--- config.mk ---
export PLATFORM = sky130hd
export DESIGN_NAME = bhg_raster_scanout
export DESIGN_NICKNAME = d
export VERILOG_FILES = /design/src/rtl/bhg_raster_pkg.sv /design/src/rtl/bhg_raster_counter.sv /design/src/rtl/bhg_raster_scanout.sv
export SDC_FILE = /design/constraint.sdc
export NUM_CORES = 1
export LEC_CHECK = 0
export CAP_MARGIN = 20
export CORE_ASPECT_RATIO = 0.5
export CORE_UTILIZATION = 61
export CTS_CLUSTER_DIAMETER = 80
export CTS_CLUSTER_SIZE = 24
export DETAILED_ROUTE_END_ITERATION = 16
export PLACE_DENSITY = 0.83
export SLEW_MARGIN = 25
export SYNTH_ARGS = -nofsm -noshare
export SYNTH_HDL_FRONTEND = slang
export SYNTH_SLANG_ARGS = --single-unit
--- constraint.sdc ---
create_clock -name CLK_IN -period 11.1 [get_ports CLK_IN]
set_clock_uncertainty 0.1 [all_clocks]
set_input_delay 2.22 -clock CLK_IN [delete_from_list [all_inputs] [get_ports CLK_IN]]
set_output_delay 2.22 -clock CLK_IN [all_outputs]
set_load 0.01 [all_outputs]
--- src/rtl/bhg_raster_pkg.sv ---
// bhg_raster_pkg
// Shared types for the raster scan-out block:
//   raster_timing_t  - per-axis active/porch/sync lengths
//   TIMING_1080P     - default CEA 1080p timing
//   h_total/v_total  - derived line and frame lengths
//   req_state_t      - line-fetch request state machine encoding
//   clamp_offset     - maps a signed scroll offset to a non-negative one
package bhg_raster_pkg;

    typedef struct packed {
        logic [13:0] h_active;
        logic [13:0] h_fp;
        logic [13:0] h_sync;
        logic [13:0] h_bp;
        logic [13:0] v_active;
        logic [13:0] v_fp;
        logic [13:0] v_sync;
        logic [13:0] v_bp;
    } raster_timing_t;

    localparam raster_timing_t TIMING_1080P = '{
        h_active: 14'd1920, h_fp: 14'd88, h_sync: 14'd44, h_bp: 14'd148,
        v_active: 14'd1080, v_fp: 14'd4,  v_sync: 14'd5,  v_bp: 14'd36
    };

    typedef enum logic [1:0] {
        IDLE = 2'd0,
        CALC = 2'd1,
        REQ  = 2'd2
    } req_state_t;

    function automatic logic [13:0] h_total(input raster_timing_t t);
        return t.h_active + t.h_fp + t.h_sync + t.h_bp;
    endfunction

    function automatic logic [13:0] v_total(input raster_timing_t t);
        return t.v_active + t.v_fp + t.v_sync + t.v_bp;
    endfunction

    // Negative offsets would point before the bitmap origin; pin them to 0.
    function automatic logic [12:0] clamp_offset(input logic [13:0] v);
        if (v[13]) begin
            return 13'd0;
        end else begin
            return v[12:0];
        end
    endfunction

endpackage

--- src/rtl/bhg_raster_counter.sv ---
// bhg_raster_counter
// Horizontal/vertical raster counters with sync and active-window decode.
// Ports:
//   CLK_IN, reset          - pixel clock, synchronous active-high reset
//   h_cnt, v_cnt           - current pixel / line position
//   hs, vs                 - active-high sync pulses
//   xena, yena             - horizontal / vertical active windows
// The decoded outputs are registered from the next counter values so they
// line up with the counter values shown on the same cycle.
module bhg_raster_counter
    import bhg_raster_pkg::*;
#(
    parameter raster_timing_t TIMING = TIMING_1080P
) (
    input  logic        CLK_IN,
    input  logic        reset,
    output logic [13:0] h_cnt,
    output logic [13:0] v_cnt,
    output logic        hs,
    output logic        vs,
    output logic        xena,
    output logic        yena
);

    localparam logic [13:0] HT       = h_total(TIMING);
    localparam logic [13:0] VT       = v_total(TIMING);
    localparam logic [13:0] HS_START = TIMING.h_active + TIMING.h_fp;
    localparam logic [13:0] HS_END   = HS_START + TIMING.h_sync;
    localparam logic [13:0] VS_START = TIMING.v_active + TIMING.v_fp;
    localparam logic [13:0] VS_END   = VS_START + TIMING.v_sync;

    logic [13:0] h_next_s;
    logic [13:0] v_next_s;

    // Next counter position: h wraps at end of line, v advances on that wrap.
    always_comb begin
        h_next_s = h_cnt + 14'd1;
        v_next_s = v_cnt;
        if (h_cnt == HT - 14'd1) begin
            h_next_s = 14'd0;
            if (v_cnt == VT - 14'd1) begin
                v_next_s = 14'd0;
            end else begin
                v_next_s = v_cnt + 14'd1;
            end
        end else begin
            h_next_s = h_cnt + 14'd1;
            v_next_s = v_cnt;
        end
    end

    // Counter registers and their decoded sync/enable flags.
    always_ff @(posedge CLK_IN) begin
        if (reset) begin
            h_cnt <= 14'd0;
            v_cnt <= 14'd0;
            hs    <= 1'b0;
            vs    <= 1'b0;
            xena  <= 1'b1;
            yena  <= 1'b1;
        end else begin
            h_cnt <= h_next_s;
            v_cnt <= v_next_s;
            hs    <= (h_next_s >= HS_START) && (h_next_s < HS_END);
            vs    <= (v_next_s >= VS_START) && (v_next_s < VS_END);
            xena  <= (h_next_s < TIMING.h_active);
            yena  <= (v_next_s < TIMING.v_active);
        end
    end

endmodule

--- src/rtl/bhg_raster_scanout.sv ---
// bhg_raster_scanout
// Raster timing generator plus per-line memory fetch initiator.
// Ports:
//   CLK_IN, reset                 - pixel clock, synchronous active-high reset
//   scroll_x, scroll_y            - signed bitmap offsets (latched once per frame)
//   bitmap_width                  - bitmap row pitch in pixels (latched per frame)
//   hs, vs, VID_xena, VID_yena    - sync and active windows
//   h_cnt, v_cnt                  - raster position
//   line_req, line_addr, line_num - level fetch request with its address/line
//   line_ack                      - fetch accepted (only honoured while requesting)
//   line_miss                     - pulse when an unacked request is abandoned
// Each line's fetch is triggered at the end of the preceding line's active
// region; the address takes two cycles (multiply, then add) before the
// request is presented.
module bhg_raster_scanout
    import bhg_raster_pkg::*;
#(
    parameter logic [13:0] H_ACTIVE  = TIMING_1080P.h_active,
    parameter logic [13:0] H_FP      = TIMING_1080P.h_fp,
    parameter logic [13:0] H_SYNC    = TIMING_1080P.h_sync,
    parameter logic [13:0] H_BP      = TIMING_1080P.h_bp,
    parameter logic [13:0] V_ACTIVE  = TIMING_1080P.v_active,
    parameter logic [13:0] V_FP      = TIMING_1080P.v_fp,
    parameter logic [13:0] V_SYNC    = TIMING_1080P.v_sync,
    parameter logic [13:0] V_BP      = TIMING_1080P.v_bp,
    parameter logic [31:0] BASE_ADDR = 32'd0
) (
    input  logic               CLK_IN,
    input  logic               reset,
    input  logic signed [13:0] scroll_x,
    input  logic signed [13:0] scroll_y,
    input  logic        [15:0] bitmap_width,
    output logic               hs,
    output logic               vs,
    output logic               VID_xena,
    output logic               VID_yena,
    output logic        [13:0] h_cnt,
    output logic        [13:0] v_cnt,
    output logic               line_req,
    output logic        [31:0] line_addr,
    output logic        [13:0] line_num,
    input  logic               line_ack,
    output logic               line_miss
);

    localparam raster_timing_t TIMING = '{
        h_active: H_ACTIVE, h_fp: H_FP, h_sync: H_SYNC, h_bp: H_BP,
        v_active: V_ACTIVE, v_fp: V_FP, v_sync: V_SYNC, v_bp: V_BP
    };
    localparam logic [13:0] VT = v_total(TIMING);

    bhg_raster_counter #(.TIMING(TIMING)) u_counter (
        .CLK_IN (CLK_IN),
        .reset  (reset),
        .h_cnt  (h_cnt),
        .v_cnt  (v_cnt),
        .hs     (hs),
        .vs     (vs),
        .xena   (VID_xena),
        .yena   (VID_yena)
    );

    logic [12:0] sx_r;
    logic [12:0] sy_r;
    logic [15:0] pitch_r;
    req_state_t  state_r;
    req_state_t  state_next_s;
    logic        calc_step_r;
    logic        calc_step_next_s;
    logic        miss_next_s;
    logic [13:0] pend_line_r;
    logic [31:0] prod_r;
    logic        trig_s;
    logic [13:0] trig_line_s;
    logic        latch_s;
    logic [15:0] row_s;
    logic [31:0] sum_s;

    // Frame latch point is the first pixel of the last blanking line, just
    // before line 0's trigger on that same line.
    assign latch_s = (h_cnt == 14'd0) && (v_cnt == VT - 14'd1);
    assign row_s   = {3'd0, sy_r} + {2'd0, pend_line_r};
    assign sum_s   = BASE_ADDR + prod_r + {19'd0, sx_r};

    // Trigger decode: line n is requested at h=H_ACTIVE of line n-1
    // (line 0 from the last line of the frame); no trigger past the last
    // active line.
    always_comb begin
        trig_s      = 1'b0;
        trig_line_s = 14'd0;
        if (h_cnt == H_ACTIVE) begin
            if (v_cnt == VT - 14'd1) begin
                trig_s      = 1'b1;
                trig_line_s = 14'd0;
            end else if (v_cnt < V_ACTIVE - 14'd1) begin
                trig_s      = 1'b1;
                trig_line_s = v_cnt + 14'd1;
            end else begin
                trig_s      = 1'b0;
                trig_line_s = 14'd0;
            end
        end else begin
            trig_s      = 1'b0;
            trig_line_s = 14'd0;
        end
    end

    // Request state machine next-state; a trigger always wins and restarts CALC.
    always_comb begin
        state_next_s     = state_r;
        calc_step_next_s = calc_step_r;
        miss_next_s      = 1'b0;
        case (state_r)
            IDLE: begin
                if (trig_s) begin
                    state_next_s     = CALC;
                    calc_step_next_s = 1'b0;
                end else begin
                    state_next_s = IDLE;
                end
            end
            CALC: begin
                if (trig_s) begin
                    miss_next_s      = 1'b1;
                    state_next_s     = CALC;
                    calc_step_next_s = 1'b0;
                end else if (calc_step_r) begin
                    state_next_s = REQ;
                end else begin
                    calc_step_next_s = 1'b1;
                end
            end
            REQ: begin
                if (trig_s) begin
                    // An ack arriving on the trigger cycle still completes the old line.
                    miss_next_s      = ~line_ack;
                    state_next_s     = CALC;
                    calc_step_next_s = 1'b0;
                end else if (line_ack) begin
                    state_next_s = IDLE;
                end else begin
                    state_next_s = REQ;
                end
            end
            default: begin
                state_next_s     = IDLE;
                calc_step_next_s = 1'b0;
            end
        endcase
    end

    // State, frame registers, address pipeline and registered request outputs.
    always_ff @(posedge CLK_IN) begin
        if (reset) begin
            state_r     <= IDLE;
            calc_step_r <= 1'b0;
            sx_r        <= 13'd0;
            sy_r        <= 13'd0;
            pitch_r     <= 16'd0;
            pend_line_r <= 14'd0;
            prod_r      <= 32'd0;
            line_req    <= 1'b0;
            line_addr   <= 32'd0;
            line_num    <= 14'd0;
            line_miss   <= 1'b0;
        end else begin
            state_r     <= state_next_s;
            calc_step_r <= calc_step_next_s;
            line_req    <= (state_next_s == REQ);
            line_miss   <= miss_next_s;
            if (latch_s) begin
                sx_r    <= clamp_offset(scroll_x);
                sy_r    <= clamp_offset(scroll_y);
                pitch_r <= bitmap_width;
            end
            if (trig_s) begin
                pend_line_r <= trig_line_s;
            end
            if ((state_r == CALC) && !calc_step_r) begin
                prod_r <= {16'd0, row_s} * {16'd0, pitch_r};
            end
            if ((state_r == CALC) && calc_step_r && !trig_s) begin
                line_addr <= sum_s;
                line_num  <= pend_line_r;
            end
        end
    end

endmodule

---- Yosys cells after proc, flatten, opt, wreduce, memory -nomap -nowiden ----
Index checks and enable logic that the tools add are counted.
word-level totals
  register bits ........................... 171
  input port bits ......................... 47
  output and inout port bits .............. 80
  logic and storage cells ................. 71
cells by class
  $add $sub $neg .......................... 4
  multiply operators ...................... 1
  magnitude comparators ................... 7
  eq/ne operators ......................... 7
  multiplexer cells ....................... 23
  bitwise logic cells ..................... 1
  reductions and logical operators ........ 11
operator list
  cell                   count
  $mux 14                6
  $lt 14x11->1 const B   4
  $add 32x13->32         1
  $mul 15x16->31         1
  $add 14x1->14 const B  2
  $eq 14x11->1 const B   2
  $ge 14x11->1 const B   2
  $mux 13                2
  $add 13x14->15         1
  $eq 14x12->1 const B   1
  $logic_not 14->1       1
  $lt 14x12->1 const B   1
  $mux 1                 8
  $mux 2                 4
  $logic_and 1x1->1      6
  $pmux 2 s3             1
  $eq 2x2->1 const B     2
  $pmux 1 s2             2
  $eq 2x1->1 const B     1
  $logic_not 1->1        2
  $logic_not 2->1        1
  $ne 2x1->1 const B     1
  $reduce_or 2->1        1
  $not 1->1              1

---- Logic depth before layout (Yosys ltp) ----
  word-level depth ........................ 7
  gate-level depth with buffers ........... 31
  depth with buffers taken out ............ 29

---- Cells and area by module ----
From an unflattened synthesis, not the netlist that was laid out.
unflattened totals
  cells, all modules ...................... 2138
  area, all modules ....................... 17812.1 um2
by module, submodules not included
  module              instances  cells each  area an instance (um2)  sequential area each (um2)
  bhg_raster_scanout  1          1905        15840.2                 2762.6
  bhg_raster_counter  1          233         1971.9                  640.6

---- Worst setup path after synthesis ----
Ideal clock, no wire load.
  path kind ............................... flip-flop to flip-flop
  from .................................... register sy_r[0]
  to ...................................... register prod_r[29]
  setup time .............................. 120 ps
  arrival time ............................ 7504 ps
  data required time ...................... 10880 ps
  setup slack ............................. 3377 ps
  stages on the path, launching flop included .. 29
  path buffers ............................ 1
  period minus slack after synthesis ...... 7723 ps
  cells stage by stage .................... dfxtp_1 -> ha_1 -> inv_1 -> fa_1 -> nor2b_1 -> o21a_1 -> o21ai_0 -> a21oi_1 -> o31a_1 -> o31ai_1 -> clkbuf_1 -> nand3_1 -> fa_1 -> fa_1 -> inv_1 -> fa_1 -> fa_1 -> fa_1 -> inv_1 -> fa_1 -> inv_1 -> ha_1 -> a21oi_1 -> o221ai_1 -> a31oi_1 -> a21oi_1 -> o41ai_1 -> o31ai_1 -> a211o_1
between the ends
  longest elaborated chain between the ends .. 2
ends and longest elaborated chain
  element                   line                       RTL
  start: declaration        bhg_raster_scanout.sv:64   logic [12:0] sy_r;
  start signal: assignment  bhg_raster_scanout.sv:173  sy_r <= clamp_offset(scroll_y);
  $add 13x14->15            bhg_raster_scanout.sv:82   assign row_s = {3'd0, sy_r} + {2'd0, pend_line_r};
  $mul 15x16->31            bhg_raster_scanout.sv:180  prod_r <= {16'd0, row_s} * {16'd0, pitch_r};
  end signal: assignment    bhg_raster_scanout.sv:180
  end: declaration          bhg_raster_scanout.sv:72   logic [31:0] prod_r;
Every way passes these cells.
A chain may end at the register's enable or synchronous reset.

---- Worst setup path after layout ----
  from .................................... register pend_line_r[7]
  to ...................................... register prod_r[29]
between the ends
  longest elaborated chain between the ends .. 2
ends and longest elaborated chain
  element                   line                       RTL
  start: declaration        bhg_raster_scanout.sv:71   logic [13:0] pend_line_r;
  start signal: assignment  bhg_raster_scanout.sv:177  pend_line_r <= trig_line_s;
  $add 13x14->15            bhg_raster_scanout.sv:82
  $mul 15x16->31            bhg_raster_scanout.sv:180
Every way passes these cells.

==> out/metrics.csv <==
metric;value;unit
remaining antenna violation count;0;
Arr. time, crit path;8790;ps
routed wire length;43800;um
postcts setup bufs;0;
root buffer cell;clkbuf_16;
Mean Syn Cell Area;8.32;um2
cell area power density;70.2;nW/um2
HP Class;reg2reg;
DRC errors left;0;
endpoints failing setup;0;
Yosys top cell area share;22.1;%
slowest stage cell, crit path;a2111oi_0;
die area;27700;um2
Final nets;2396;
final core occ;70.1;%
post-synthesis sequential area ratio;20.6;%
Crit. End Element;flop;
Yosys reg bits;170;
Final min period;8550;ps
PortBufs;126;
Post-Syn Area;16500;um2
clk slew on worst S/H paths;80;ps
Synth async-reset ratio;0;%
Area contributors post-synth;fa_1 (22%), dfxtp_1 (21%), ha_1 (9.8%);
drt pass-1 iters;5;
grt ovf;0;
period utilization;77.1;%
Cells after Synth;1982;
status;complete, no violations;
hold_ws;353;ps
Max stage delay on crit path;680;ps
CTS buffer count;17;
Cell variety after synth;75;
Inst Count DP;2371;
die width;235;um
Synthesized Nets;2340;
cts repair resizes;0;
die height;118;um
Synth area leader;fa_1;
Top delay family on crit path;adder cells;
clock latency on the worst-skew pair;450;ps
first-pass GRT wire length;72900;um
number of global-route vias before repair;13957;
CTS hold repair buffers;0;
Site Rows;42;
achievable clock frequency;117;MHz
Post-synth EDFFs;0;
unrepaired setup endpoints after global routing;no;
Final Max Tran Viols;0;
total I/O pin count;127;
CTS tree;done;
CP Cell Sequence;ha_1, or2_2, a2111oi_0, o31ai_1, xor2_2, nand2_1, fa_1, fa_1, inv_1, fa_1, fa_1, fa_1, inv_1, fa_1, inv_1, ha_1, a21oi_1, o221ai_1, a31oi_1, a21oi_1, o41ai_1, o31ai_1, a211o_1;
H-Tree Depth;4;
layout cells sized above 1;3.51;%
1st-iter DRT viols;1220;
MaxCap Viol Count;0;
Worst path most repeated cell;fa_1;
RD Place Congestion;0.941;
Least-Margin Pin Slew;1040;ps
area grow syn2layout;12.6;%
post-DP HPWL;32700;um
startpoint types;flop;
Ys Warns;0;
Core Area;26500;um2
GRT Total Usage;33.5;%
Via density;5.92;
leakage;8.20;nW
crit-path max FO;16;
Design Power;1.30;mW
clock net sink count;170;
non-filler cells, final;2406;
Hold Violations, Final;0;
Max clock buf depth;2;
Worst slew margin;30.4;%
drt wl/cell;18.2;um
via count;14249;
Main synth FF type;dfxtp_1;
Max VDD drop;0.100;mV
CP Buf/Inv Count;3;
largest net degree at the start of global routing;82;
Starting Density;62.3;%
required time of the critical path;11340;ps
initial antenna violation count;3;
critical setup path kind;reg2reg;
final setup TNS;0;ps
## power breakdown
group	switching (mW)	internal [mW]	total [mW]
combinational	0.0183	0.0197	0.0380
clock	0.290	0.364	0.654
sequential	0.00278	0.610	0.613
## state kept, by name (all words and copies together), names as in the netlist
| register | flops |
|---|---|
| calc_step_r | 1 |
| line_addr | 32 |
| line_miss | 1 |
| line_num | 14 |
| line_req | 1 |
| pend_line_r | 14 |
| pitch_r | 16 |
| prod_r | 31 |
| state_r | 2 |
| sx_r | 13 |
| sy_r | 13 |
| u_counter.h_cnt | 14 |
| u_counter.hs | 1 |
| u_counter.v_cnt | 14 |
| u_counter.vs | 1 |
| u_counter.xena | 1 |
| u_counter.yena | 1 |
## tightest hold or removal path, cell delays in order, from the launching register on
cell,delay (ps)
dfxtp_1,310
nand2_1,50
a21oi_1,50
## cells in the final DEF, fill, tap and decap left out, types with 6 or more instances in the layout
cell               n
and2_1           106
nand4_1           16
a211oi_1          29
o211ai_1          14
nor2b_1           18
and4_1            14
or3_1             13
inv_1            244
dfxtp_1          170
nand2_1          290
buf_4             15
xnor2_1           30
a31oi_1           11
nand2b_1          13
ha_1             129
nor3_1            35
a21o_1            13
xor2_1            40
a21oi_1          135
and3_1            32
a21boi_0           6
nor2_1            93
o21a_1            12
o31ai_1            8
o21bai_1           7
or4_1              6
nor4_1             7
nand3b_1          28
fa_1             182
clkdlybuf4s50_1  125
clkbuf_16         17
o21ai_0           56
nand3_1           44
## synth_stat cells, types with 11 or more instances
library cell,number
xnor2_1,35
nand2_1,290
nand2b_1,13
o21ai_0,56
nand3_1,44
a21o_1,13
buf_2,12
a31oi_1,11
a211oi_1,29
and2_1,106
a21oi_1,135
inv_1,244
ha_1,129
nor2_1,93
and4_1,14
clkbuf_1,84
o21a_1,12
and3_1,33
o211ai_1,14
nand3b_1,28
nor2b_1,19
nor3_1,35
fa_1,182
xor2_1,41
nand4_1,16
or3_1,13
dfxtp_1,170
## path summary, 6_finish.rpt
kind	slack (ps)	cells after the start	start	end
max reg2reg	2550	23	pend_line_r[7]	prod_r[29]
min	350	2	line_addr[31]	line_addr[31]
max	2550	23	pend_line_r[7]	prod_r[29]
min reg2reg	350	2	line_addr[31]	line_addr[31]
## per-stage QoR
stage | setup WS [ps] | instance area (um2)
after global placement | 2550 | 17900
after floorplan | 3380 | 16500
after CTS | 2350 | 18600
after detailed placement | 2450 | 17900
after global routing | 2030 | 18600
final | 2550 | 18600
## layer usage
metal | global-route usage [%] | wire (um) | share of wire, % | vias up
met5 | 0 | 11 | 0.025 | -
met4 | 9.72 | 1030 | 2.4 | 2
met3 | 7.43 | 4020 | 9.2 | 78
met2 | 50.1 | 19200 | 44 | 651
met1 | 48.3 | 19500 | 45 | 6861
li1 | - | - | - | 6657
## final cells by class
cell class	count	area [um2]
diodes	3	7.51
inverters	245	920
clock buffers	17	425
clock inverters	15	205
multi-input cells	1464	11800
repair buffers	140	1360
flip-flops and latches	170	3400
fillers	2084	7910
well taps	352	440
## cells by family after synthesis
group	synth area share (%)
multiplexers	0.243
AND/OR/NAND/NOR	22.4
AO/OA/AOI/OAI	12.7
flip-flops	20.6
adder cells (fa/ha/maj)	31.9
XOR/XNOR	4.04
buffers and inverters	8.10
Power figures use the tool's default switching activity.
